--- config.mk ---
export PLATFORM = sky130hd
export DESIGN_NAME = sel_debounce
export DESIGN_NICKNAME = d
export VERILOG_FILES = /design/src/rtl/sel_debounce_pkg.sv /design/src/rtl/sync_2ff.sv /design/src/rtl/sel_debounce.sv
export SDC_FILE = /design/constraint.sdc
export NUM_CORES = 1
export LEC_CHECK = 0
export BUFFER_PORTS_ARGS = -buffer_cell sky130_fd_sc_hd__buf_2
export CAP_MARGIN = 20
export CORE_UTILIZATION = 60
export DETAILED_ROUTE_END_ITERATION = 7
export PLACE_DENSITY = 0.88
export SKIP_CTS_REPAIR_TIMING = 1
export SYNTH_ARGS = -nofsm -noshare
export SYNTH_HDL_FRONTEND = slang
export SYNTH_SLANG_ARGS = --single-unit
--- constraint.sdc ---
create_clock -name clk -period 2.8 [get_ports clk]
set_clock_uncertainty 0.1 [all_clocks]
set_input_delay 0.56 -clock clk [delete_from_list [all_inputs] [get_ports clk]]
set_output_delay 0.56 -clock clk [all_outputs]
set_load 0.03 [all_outputs]
--- src/rtl/sel_debounce_pkg.sv ---
// Shared definitions for the sel_debounce block: debounce state encodings,
// default timing parameters and a counter-width helper.
package sel_debounce_pkg;

  localparam int unsigned DB_CYCLES_DEF   = 20;
  localparam int unsigned AUTO_PERIOD_DEF = 100;

  // Debounce FSM state encodings.
  typedef enum logic [1:0] {
    IDLE    = 2'd0,
    WAIT_HI = 2'd1,
    HIGH    = 2'd2,
    WAIT_LO = 2'd3
  } db_state_e;

  // Width of a counter that holds the values 0 .. n-1; never narrower than 1 bit.
  function automatic int unsigned cnt_w(input int unsigned n);
    return (n < 2) ? 1 : $clog2(n);
  endfunction

endpackage

--- src/rtl/sync_2ff.sv ---
// Generic 1-bit two-flop synchroniser for asynchronous inputs; resets to 0.
module sync_2ff (
  input  logic clk,
  input  logic rst_n,
  input  logic d,
  output logic q
);

  logic meta;

  always_ff @(posedge clk or negedge rst_n) begin
    if (!rst_n) begin
      meta <= 1'b0;
      q    <= 1'b0;
    end else begin
      meta <= d;
      q    <= meta;
    end
  end

endmodule

--- src/rtl/sel_debounce.sv ---
// Debounced push-button toggle for the fn_sw select line, with an optional
// periodic auto-toggle mode.
module sel_debounce
  import sel_debounce_pkg::*;
#(
  parameter int unsigned DB_CYCLES   = DB_CYCLES_DEF,
  parameter int unsigned AUTO_PERIOD = AUTO_PERIOD_DEF
) (
  input  logic clk,
  input  logic rst_n,
  input  logic btn_raw,
  input  logic auto_en,
  output logic sel,
  output logic sel_pulse,
  output logic btn_level
);

  localparam int unsigned DB_W   = cnt_w(DB_CYCLES);
  localparam int unsigned AUTO_W = cnt_w(AUTO_PERIOD);

  logic              btn_s;
  db_state_e         state;
  db_state_e         state_nxt;
  logic [DB_W-1:0]   db_cnt;
  logic [DB_W-1:0]   db_cnt_nxt;
  logic              btn_level_nxt;
  logic              press_acc_c;
  logic [AUTO_W-1:0] auto_cnt;
  logic [AUTO_W-1:0] auto_cnt_nxt;
  logic              auto_tc_c;
  logic              toggle_c;

  sync_2ff u_sync (
    .clk   (clk),
    .rst_n (rst_n),
    .d     (btn_raw),
    .q     (btn_s)
  );

  // Debounce state register.
  always_ff @(posedge clk or negedge rst_n) begin
    if (!rst_n) begin
      state     <= IDLE;
      db_cnt    <= '0;
      btn_level <= 1'b0;
    end else begin
      state     <= state_nxt;
      db_cnt    <= db_cnt_nxt;
      btn_level <= btn_level_nxt;
    end
  end

  // Debounce next state: db_cnt counts consecutive samples differing from the stable level.
  always_comb begin
    state_nxt     = state;
    db_cnt_nxt    = db_cnt;
    btn_level_nxt = btn_level;
    press_acc_c   = 1'b0;
    case (state)
      IDLE: begin
        if (btn_s) begin
          state_nxt  = WAIT_HI;
          db_cnt_nxt = DB_W'(1);
        end
      end
      WAIT_HI: begin
        if (!btn_s) begin
          state_nxt  = IDLE;
          db_cnt_nxt = '0;
        end else if (db_cnt == DB_W'(DB_CYCLES - 1)) begin
          state_nxt     = HIGH;
          db_cnt_nxt    = '0;
          btn_level_nxt = 1'b1;
          press_acc_c   = 1'b1;
        end else begin
          db_cnt_nxt = db_cnt + DB_W'(1);
        end
      end
      HIGH: begin
        if (!btn_s) begin
          state_nxt  = WAIT_LO;
          db_cnt_nxt = DB_W'(1);
        end
      end
      WAIT_LO: begin
        if (btn_s) begin
          state_nxt  = HIGH;
          db_cnt_nxt = '0;
        end else if (db_cnt == DB_W'(DB_CYCLES - 1)) begin
          state_nxt     = IDLE;
          db_cnt_nxt    = '0;
          btn_level_nxt = 1'b0;
        end else begin
          db_cnt_nxt = db_cnt + DB_W'(1);
        end
      end
      default: begin
        state_nxt  = IDLE;
        db_cnt_nxt = '0;
      end
    endcase
  end

  // Auto period counter; a manual press restarts the period.
  always_comb begin
    auto_tc_c    = auto_en && (auto_cnt == AUTO_W'(AUTO_PERIOD - 1));
    auto_cnt_nxt = auto_cnt + AUTO_W'(1);
    if (!auto_en || press_acc_c || auto_tc_c) begin
      auto_cnt_nxt = '0;
    end
    toggle_c = press_acc_c || auto_tc_c;
  end

  // Select and pulse registers; coincident requests merge into one toggle.
  always_ff @(posedge clk or negedge rst_n) begin
    if (!rst_n) begin
      auto_cnt  <= '0;
      sel       <= 1'b0;
      sel_pulse <= 1'b0;
    end else begin
      auto_cnt  <= auto_cnt_nxt;
      sel       <= sel ^ toggle_c;
      sel_pulse <= toggle_c;
    end
  end

endmodule

==> summary.md <==
| Metric | Value |
|---|---|
| Die footprint | `1670 sq um` |
| Largest area contributor in the netlist | `dfrtp_1` |
| Most common cell after layout, fill and taps aside | `dfrtp_1` |
| Final HPWL DP | `1060 microns` |
| Endpoint class of the critical path | `flip-flop` |
| Maximum number of pins on one net before global-route repair | `20` |
| H-tree levels | `1` |
| CP max stage cell | `or3b_1` |
| TritonCTS Buffers | `3` |
| Syn_nets | `93` |
| Synth Register Bits | `19` |
| Net switching power | `119 uW` |
| Clock share of power | `0.292` |
| Worst slew pin tran | `0.402 ns` |
| Dpl cells | `106` |
| Final ANT Viol Nets | `0` |
| Worst reg-to-reg path cell count | `5` |
| Share of post-route cells with drive strength above 1 | `0.211` |
| Post-route insts no fill | `110` |
| Worst skew pair latency | `0.30 ns` |
| CORE AREA | `1350 sq um` |
| WP data arrival | `1.90 ns` |
| Internal | `353 uW` |
| Critical path launch point type | `flip-flop` |
| GP Congestion | `0.787` |
| DRT iter0 DRCs | `10` |
| Grt ovf | `0` |
| CTS tree | `built` |
| Via/cell ratio | `5.59` |
| Slew HR | `0.730` |
| First-pass GRT wire length | `2290 microns` |
| Period utilization | `0.630` |
| Vias in the first global route | `548` |
| DRT Pass-1 Iters | `4` |
| Synth unique cells | `28` |
| Sequential element share of the synthesized area | `0.526` |
| Leak Pwr | `0.423 nW` |
| Crit path kind | `reg2reg` |
| PortBufs | `6` |
| NumNets Final | `102` |
| Critical Path RT | `2.93 ns` |
| Max cap viols | `0` |
| Syn Inst Count | `87` |
| CP cell instances | `ha_1 > nand4b_1 > nor3_2 > or3b_1 > nor2_1` |
| Clk pin slew, worst setup/hold paths | `0.11 ns` |
| Critical Path Fanout Max | `7` |
| DIE WIDTH | `40.8 microns` |
| Detailed Route WL | `1420 microns` |
| Flop pwr share | `0.630` |
| Antenna violations before repair | `0` |
| Starting density of the core | `0.670` |
| Worst stage delay on the critical path | `0.56 ns` |
| Final critical-path required period | `1.76 ns` |
| Clock root cell | `clkbuf_4` |
| Max Root-Sink Buffers | `2` |
| Hold Vio Cnt, Final | `0` |
| Routed len/inst | `12.9 microns` |
| Core Rows | `13` |
| Residual DRC | `0` |
| Area contributors post-synth | `dfrtp_1 (53%), nand2_1 (4.1%), xnor2_1 (3.9%)` |
| N_diodes | `0` |
| Fin Setup TNS | `0 ns` |
| Total GRT Usage | `0.223` |
| Fmax | `0.567 GHz` |
| Io pins | `7` |
| Final setup violation count | `0` |
| Die height | `40.8 microns` |
| Count of final max-slew check failures | `0` |
| Area growth, synth to finish | `5.95%` |
| Pwr dens | `492 nW/um^2` |
| Peak VDD IR | `0.000350 V` |
| Warnings from Yosys | `0` |
| Sw Ratio | `0.252` |
| Commonest cells after routing, fill and taps aside | `dfrtp_1 (19), nand2_1 (10), nor2_1 (7), o21ai_0 (6), buf_2 (6)` |
| Mapped Area | `905 sq um` |
| Unrepaired setup endpoints after global routing | `false` |
| Avg Cell Area, Syn | `10.4 sq um` |
| Total number of vias | `615` |
| Comb pwr share | `0.078` |
| Worst hold path class | `in2async` |
| Status | `complete, no violations` |
| Top cell type's share of synthesized area | `0.526` |
| Clk sinks | `19` |
-- cell type report --
class	count	area, sq um
sequential	19	475
clock inverter	1	5.00
timing repair buffer	6	30.0
fill	105	392
inverter	4	15.0
multi-input combinational	62	392
tap	15	18.8
clock buffer	3	22.5
-- flip-flops by register name (all words and copies together), names as in the netlist, named ones only --
register     flops
auto_cnt         7
btn_level        1
db_cnt           5
sel              1
sel_pulse        1
state            1
u_sync.meta      1
u_sync.q         1
-- worst paths after layout --
| kind | slack (ns) | end | start |
|---|---|---|---|
| max in group asynchronous | 2.24 | async pin | rst_n |
| max | 1.04 | auto_cnt[0] | db_cnt[0] |
| max reg2reg | 1.04 | auto_cnt[0] | db_cnt[0] |
| min reg2reg | 0.27 | u_sync.q | u_sync.meta |
| min | 0.07 | sel_pulse | rst_n |
| min in group clk | 0.26 | u_sync.meta | btn_raw |
-- kinds of logic after synthesis --
group | Yosys count | share of synthesized area
buffers and inverters | 6 | 0.0415
adder cells (fa/ha/maj) | 2 | 0.0277
AO/OA/AOI/OAI | 11 | 0.0705
flip-flops | 19 | 0.526
XOR/XNOR | 8 | 0.0774
AND/OR/NAND/NOR | 40 | 0.246
multiplexers | 1 | 0.0111
-- routing by layer --
layer | vias up | global-route usage | share of wire
met4 | 0 | 0.125 | 0.016
met5 | - | 0 | 0
met3 | 4 | 0.0652 | 0.043
met2 | 18 | 0.348 | 0.47
met1 | 284 | 0.274 | 0.47
li1 | 309 | - | -
-- worst max-delay path, delay by kind of cell, from the launching register on --
family / cells / cell delay [ns]
adders and majority gates: 1 / 0.27
DFF: 1 / 0.42
and+or+nand+nor: 4 / 0.91
-- power by group through the flow --
stage / Clock [mW] / Combinational (mW) / Sequential (mW)
5_1_grt: 0.151 / 0.0429 / 0.299
6_report: 0.138 / 0.0369 / 0.297
3_5_place_dp: 0 / 0.0375 / 0.302
2_1_floorplan: 0 / 0.0274 / 0.300
4_1_cts: 0.139 / 0.0377 / 0.297
3_3_place_gp: 0 / 0.0360 / 0.301
-- synth_stat cells --
master	n
dfrtp_1	19
nand2_1	10
nor2_1	7
o21ai_0	6
nand3_1	5
nor2_2	5
inv_1	4
xnor2_1	4
xor2_1	4
a21oi_1	2
buf_6	2
ha_1	2
nor3_1	2
a211o_1	1
a211oi_1	1
a22oi_1	1
mux2i_1	1
nand2b_4	1
nand3b_1	1
nand4_1	1
nand4b_1	1
nor2_4	1
nor3_2	1
nor4_1	1
or2_2	1
or3_1	1
or3_2	1
or3b_1	1
-- metrics by stage --
stage	power, mW	util	instance area, sq um	worst slack, ns	hold slack [ns]
3_3_place_gp	0.337	0.690	931	1.10	0.243
5_1_grt	0.493	0.710	958	0.889	0.0959
3_5_place_dp	0.340	0.690	931	1.04	0.246
4_1_cts	0.473	0.710	958	1.01	0.0855
2_1_floorplan	0.327	-	905	1.22	0.164
6_report	0.472	0.710	958	1.04	0.0709
No activity file was read; power rests on OpenSTA's default activity.
